## src/rtl/mux_2_arbiter.sv

```systemverilog
// Two-source valid/ready stream merge with round-robin arbitration, packet
// locking and a registered output word tagged with its source index.
module mux_2_arbiter #(
   parameter int N = 8
) (
   input  logic         clk,
   input  logic         rst,
   input  logic [N-1:0] data0,
   input  logic         valid0,
   input  logic         last0,
   output logic         ready0,
   input  logic [N-1:0] data1,
   input  logic         valid1,
   input  logic         last1,
   output logic         ready1,
   output logic [N-1:0] result,
   output logic         result_valid,
   output logic         result_last,
   output logic         result_sel,
   input  logic         result_ready
);

   typedef enum logic [1:0] {
      IDLE = 2'd0,
      GNT0 = 2'd1,
      GNT1 = 2'd2
   } state_t;

   state_t       state_r;
   state_t       state_s;
   logic         prio_r;
   logic         prio_s;
   logic [N-1:0] result_r;
   logic         result_valid_r;
   logic         result_last_r;
   logic         result_sel_r;
   logic         out_free_s;
   logic         ready0_s;
   logic         ready1_s;
   logic         xfer0_s;
   logic         xfer1_s;

   // Ready of the granted source: output slot empty or being drained now
   always_comb begin
      out_free_s = !result_valid_r || result_ready;
      ready0_s   = 1'b0;
      ready1_s   = 1'b0;
      case (state_r)
         GNT0: ready0_s = out_free_s;
         GNT1: ready1_s = out_free_s;
         default: begin
            ready0_s = 1'b0;
            ready1_s = 1'b0;
         end
      endcase
      xfer0_s = valid0 && ready0_s;
      xfer1_s = valid1 && ready1_s;
   end

   // Arbitration and packet lock: grant released only by a last-word transfer
   always_comb begin
      state_s = state_r;
      prio_s  = prio_r;
      case (state_r)
         IDLE: begin
            if (valid0 && valid1) begin
               state_s = prio_r ? GNT1 : GNT0;
            end else if (valid0) begin
               state_s = GNT0;
            end else if (valid1) begin
               state_s = GNT1;
            end else begin
               state_s = IDLE;
            end
         end
         GNT0: begin
            if (xfer0_s && last0) begin
               state_s = IDLE;
               prio_s  = 1'b1;
            end else begin
               state_s = GNT0;
            end
         end
         GNT1: begin
            if (xfer1_s && last1) begin
               state_s = IDLE;
               prio_s  = 1'b0;
            end else begin
               state_s = GNT1;
            end
         end
         default: begin
            state_s = IDLE;
            prio_s  = prio_r;
         end
      endcase
   end

   // FSM state and priority pointer registers
   always_ff @(posedge clk) begin
      if (rst) begin
         state_r <= IDLE;
         prio_r  <= 1'b0;
      end else begin
         state_r <= state_s;
         prio_r  <= prio_s;
      end
   end

   // Output word register; a drained slot keeps its payload, only valid drops
   always_ff @(posedge clk) begin
      if (rst) begin
         result_r       <= {N{1'b0}};
         result_valid_r <= 1'b0;
         result_last_r  <= 1'b0;
         result_sel_r   <= 1'b0;
      end else if (xfer0_s) begin
         result_r       <= data0;
         result_valid_r <= 1'b1;
         result_last_r  <= last0;
         result_sel_r   <= 1'b0;
      end else if (xfer1_s) begin
         result_r       <= data1;
         result_valid_r <= 1'b1;
         result_last_r  <= last1;
         result_sel_r   <= 1'b1;
      end else if (result_ready) begin
         result_valid_r <= 1'b0;
      end
   end

   assign ready0       = ready0_s;
   assign ready1       = ready1_s;
   assign result       = result_r;
   assign result_valid = result_valid_r;
   assign result_last  = result_last_r;
   assign result_sel   = result_sel_r;

endmodule

```

## config.mk

```make
export PLATFORM = sky130hd
export DESIGN_NAME = mux_2_arbiter
export DESIGN_NICKNAME = d
export VERILOG_FILES = /design/src/rtl/mux_2_arbiter.sv
export SDC_FILE = /design/constraint.sdc
export NUM_CORES = 1
export LEC_CHECK = 0
export BUFFER_PORTS_ARGS = -buffer_cell sky130_fd_sc_hd__buf_2
export CELL_PAD_IN_SITES_DETAIL_PLACEMENT = 1
export CELL_PAD_IN_SITES_GLOBAL_PLACEMENT = 1
export CORE_MARGIN = 1.5
export CORE_UTILIZATION = 33
export DETAILED_ROUTE_END_ITERATION = 8
export GPL_TIMING_DRIVEN = 0
export PLACE_DENSITY_LB_ADDON = 0.25
export SETUP_SLACK_MARGIN = 0.1
export SYNTH_ARGS = -nofsm -noshare
export SYNTH_HDL_FRONTEND = slang
export SYNTH_SLANG_ARGS = --single-unit
```

## constraint.sdc

```tcl
create_clock -name clk -period 2.2 [get_ports clk]
set_input_delay 0 -clock clk [delete_from_list [all_inputs] [get_ports clk]]
set_output_delay 0 -clock clk [all_outputs]
set_load 0.01 [all_outputs]
```

=== Word level (Yosys, flattened, before mapping) ===
Cells that the tools add are included.

* Eq/ne operators: 4
* Muxes and demuxes: 19
* Reduce and logical (&&, ||, !) cells: 13

{| class="wikitable"
|+ Operator list
! operator !! number
|-
| 8-bit 2-to-1 mux || 2
|-
| 1-bit 2-to-1 mux || 10
|-
| 2-bit 2-to-1 mux || 5
|-
| 2-bit one-hot mux with 3 select lines || 1
|-
| 1-bit logical AND || 5
|-
| 2-bit inequality test, second input constant || 2
|-
| 2-bit nonzero test || 2
|-
| 3-bit AND reduction || 1
|-
| 3-bit nonzero test || 1
|-
| 2-bit by 1-bit == test with 1-bit output, second input constant || 1
|-
| 2-bit == test, second input constant || 1
|-
| 2-bit logical NOT || 1
|-
| 1-bit one-hot mux with 2 select lines || 1
|-
| 2-bit OR reduction || 1
|-
| 1-bit logical NOT || 1
|-
| 1-bit logical OR || 1
|}

* Bits in registers: 14
* Input port bits: 23
* Output and inout bits: 13
* Logic and storage cells: 42

=== Logic depth before layout (Yosys ltp) ===
* Depth in word-level cells: 7
* Depth in mapped cells: 5
* Depth with buffers taken out: 4

=== Worst setup path after synthesis ===
OpenSTA, ideal clock, no wires.

* Path type: register to register
* Start point: register result_valid_r, in the netlist result_valid
* End point: register prio_r
* Setup time: 0.130 ns
* Data arrival time: 1.119 ns
* Path slack: 0.951 ns
* Cell stages (with the launch flop): 5
* Buffers on the path: 0
* Period minus slack after synthesis: 1.249 ns
* Cell sequence: dfxtp_1 -> nor2b_1 -> or3_1 -> a21boi_0 -> nor2_1

* Longest elaborated chain between the ends: 7
* Elaborated cells between the ends (all ways): 11
* Those cells by class: eq/ne: 2; mux: 2; reduce/logical: 7

{| class="wikitable"
|+ Ends and longest elaborated chain
! what !! line !! source
|-
| start, declared || 34 || <nowiki>logic result_valid_r;</nowiki>
|-
| start signal, assigned || 114 || <nowiki>result_valid_r <= 1'b0;</nowiki>
|-
| start signal, assigned || 119 || <nowiki>result_valid_r <= 1'b1;</nowiki>
|-
| start signal, assigned || 124 || <nowiki>result_valid_r <= 1'b1;</nowiki>
|-
| 1-bit logical NOT (*) || 45 || <nowiki>out_free_s = !result_valid_r || result_ready;</nowiki>
|-
| 1-bit logical OR (*) || 45 ||
|-
| 1-bit 2-to-1 mux || 48 || <nowiki>case (state_r)</nowiki>
|-
| 1-bit logical AND (on tied branches) || 57, 56 ||
|-
| 1-bit logical AND (on tied branches) || 85, 77 ||
|-
| 2-bit inequality test (no source line) || - ||
|-
| 3-bit AND reduction (no source line) (*) || - ||
|-
| end signal, assigned || 106 || <nowiki>prio_r <= prio_s;</nowiki>
|-
| end, declared || 31 || <nowiki>logic prio_r;</nowiki>
|}

Mark *: on every way between the ends. The rest lies on a longest branch, timed or not.
A chain may end at the register's enable or synchronous reset.

=== Final worst setup path ===
* Start point: register state_r[0]
* End point: register result_r[5], in the netlist result[5]

* Longest elaborated chain between the ends: 4
* Elaborated cells between the ends (all ways): 8
* Those cells by class: eq/ne: 2; mux: 3; reduce/logical: 3

{| class="wikitable"
|+ Ends and longest elaborated chain
! what !! line !! source
|-
| start, declared || 29 || <nowiki>state_t state_r;</nowiki>
|-
| start signal, assigned || 105 || <nowiki>state_r <= state_s;</nowiki>
|-
| 2-bit by 1-bit == test with 1-bit output / 2-bit == test (equally long branches) || 48 ||
|-
| 1-bit 2-to-1 mux || 48 ||
|-
| 1-bit logical AND (on tied branches) || 56, 57 ||
|-
| 8-bit 2-to-1 mux / 2-bit nonzero test (equally long branches) || - ||
|-
| end signal, assigned || 113 || <nowiki>result_r <= {N{1'b0}};</nowiki>
|-
| end signal, assigned || 118 || <nowiki>result_r <= data0;</nowiki>
|-
| end signal, assigned || 123 || <nowiki>result_r <= data1;</nowiki>
|-
| end, declared || 33 || <nowiki>logic [N-1:0] result_r;</nowiki>
|}

Parallel ways exist; a longest one is shown, timed or not.

==> qor.yml <==
global_route:
  grt.total_usage_pct: 16.0
  grt_overflow: 0
  grt_pass1_vias: 635
  grt_first_pass_wirelength_um: 2930
  grt_max_degree: 11
  antenna_found_initial: 0
synth:
  yosysSeqAreaShare_pct: 40.3
  synthCells: 69
  synth_nets: 92
  synth_seq_cells: 14
  synth_top_area_share_pct: 40.3
  synth_area_sq_um: 696
  yosys_warnings: 0
  ys_types: 24
  synth_area_leaders: "dfxtp_1 40%, mux2i_1 12%, a211oi_1 7.6%"
  synth_top_cell_by_area: "dfxtp_1"
  syn_area_per_cell_sq_um: 10.1
floorplan:
  initial_core_util_pct: 35.1
  die_x_um: 48.9
  rows: 16
  io_pins: 36
  dieArea_sq_um: 2390
  die_height_um: 48.9
  coreArea_sq_um: 1980
timing:
  finalCritPeriodShare_pct: 63.7
  maxSlewViolCount: 0
  hold_viol_final: 0
  setup_viol: 0
  rsz0062_at_grt: "no"
  timing.fmax_ghz: 0.713
  layout_min_cycle_time_ns: 1.40
  setup_tns_ns: 0
  finClkSkew_ns: 0.00309
  max-slew-margin-rel_pct: 64.0
  worst_pin_slew_ns: 0.540
setup_path:
  crit_path_start_kind: "flip-flop"
  cp_max_fo: 10
  crit_required_ns: 2.41
  r2r_setup_slack_ns: 0.80
  crit_arrival_ns: 1.61
  crit_type: "flip-flop to flip-flop"
  end_kind: "flip-flop"
power:
  ir_worst_vdd_mv: 0.307
  pwr-share-seq_pct: 46.0
  p_per_area_nw_per_um2: 672
  leakagePower_nw: 0.491
  pwr-share-clk_pct: 29.9
  power_frac_comb_pct: 24.1
  power.internal_mw: 0.455
  swShare_pct: 28.8
  switching_power_mw: 0.184
clock_tree:
  clk_latency_ns: 0.28
  clock_path_buffers: 2
  h-tree-depth: 1
  cts_setup_buffers: 0
  cts.sinks: 14
  post_cts_resize_count: 0
  cts-buffers-inserted: 3
  clk_pin_slew_worst_paths_ns: 0.09
  cts_hold_buffers: 1
  cts_root_buffer: "clkbuf_4"
  cts_tree: "done"
place:
  hpwl_um: 1300
  portBuffers: 35
  place_congestion: 0.703
  place_area_sq_um: 905
final_layout:
  antennaDiodeCount: 0
  final_cell_mix: "35 x buf_2, 14 x dfxtp_1, 9 x nor2_1"
  final_common_cell: "buf_2"
  areaGrowthSynthToFinish_pct: 36.7
  layout-drive-gt1-share_pct: 45.0
  fin_area_sq_um: 951
  nNetsFinal: 133
hold_path:
  min_path_type: "input port to flip-flop"
drt:
  wl_um: 1740
  vias: 652
  drtAntennaViolNets: 0
  drt_iter0_markers: 3
  vias_per_cell: 4.79
  wl_per_cell_um: 12.8
  drt-pass1-iter-count: 2
  drcViolationCount: 0
outcome:
  outcome: "complete, no violations"
run:
  maxCapViolations: 0
final timing paths:
kind / start / endpoint / depth (start not counted)
worst max-delay path: state_r[0]$_SDFF_PP0_ / result[5]$_SDFFE_PP0P_ / 5
worst min-delay path: valid0 / state_r[0]$_SDFF_PP0_ / 3
worst max register to register: state_r[0]$_SDFF_PP0_ / result[5]$_SDFFE_PP0P_ / 5
worst min register to register: result[3]$_SDFFE_PP0P_ / result[3]$_SDFFE_PP0P_ / 2
metrics by stage:
stage	std cells	setup slack (ns)	utilization (%)	total power, mW	hold slack (ns)
after CTS	136	0.763	48.0	0.652	0.0265
after global placement	131	0.837	45.6	0.449	0.246
after global routing	136	0.677	48.0	0.681	0.0414
after floorplan	69	0.951	-	0.394	0.0728
final	136	0.798	48.0	0.639	0.0397
after detailed placement	131	0.792	45.6	0.455	0.257
synth_stat cells:
master / n
a21oi_4: 1
buf_6: 1
a21boi_0: 1
nand4_1: 1
nor3b_1: 1
nand2b_1: 3
mux2i_1: 8
or3_1: 1
nand2_1: 3
and2b_2: 1
nor2_2: 2
nand3b_4: 2
and2_1: 1
a31oi_1: 2
a21oi_1: 2
buf_8: 1
nor2_1: 9
nor2b_1: 2
a211oi_2: 2
nand3b_1: 1
a211oi_1: 7
nor3_1: 2
clkbuf_1: 1
dfxtp_1: 14
flip-flops by register name, indices dropped and copies added (netlist names):
register,cells
result_valid,1
result_last,1
result_sel,1
state_r,2
result,8
prio_r,1
worst max-delay path, stage by stage, from the launching register on:
cell and delay (ns):
dfxtp_1 0.48, nand3b_4 0.14, a21oi_4 0.27, buf_6 0.20, nor2_2 0.04, a211oi_2 0.19
per-layer routing:
metal	GRT usage, %	vias up	wire, um
met4	5.71	0	0
met5	0	-	0
li1	-	331	-
met3	3.68	0	77
met1	20.4	303	806
met2	26.5	18	852
power by group through the flow:
stage | Combinational (mW) | Sequential, mW | Clock (mW)
final | 0.154 | 0.294 | 0.191
after global routing | 0.171 | 0.298 | 0.212
after CTS | 0.157 | 0.295 | 0.201
after detailed placement | 0.155 | 0.301 | 0
after global placement | 0.150 | 0.299 | 0
after floorplan | 0.0865 | 0.307 | 0
cell type report:
| class | count | area, sq um |
|---|---|---|
| Timing Repair Buffer | 36 | 185 |
| Fill cell | 254 | 1030 |
| Multi-Input combinational cell | 52 | 385 |
| Buffer | 3 | 30.0 |
| Sequential cell | 14 | 280 |
| Clock buffer | 4 | 36.3 |
| Tap cell | 27 | 33.8 |
logic make-up after synthesis:
kind of cell | Yosys count | share of synthesized area (%)
AND/OR/NAND/NOR | 29 | 26.1
AO/OA/AOI/OAI | 15 | 17.8
flip-flops | 14 | 40.3
multiplexers | 8 | 11.5
buffers and inverters | 3 | 4.32
Note: power is estimated with default switching activity, not from simulation.
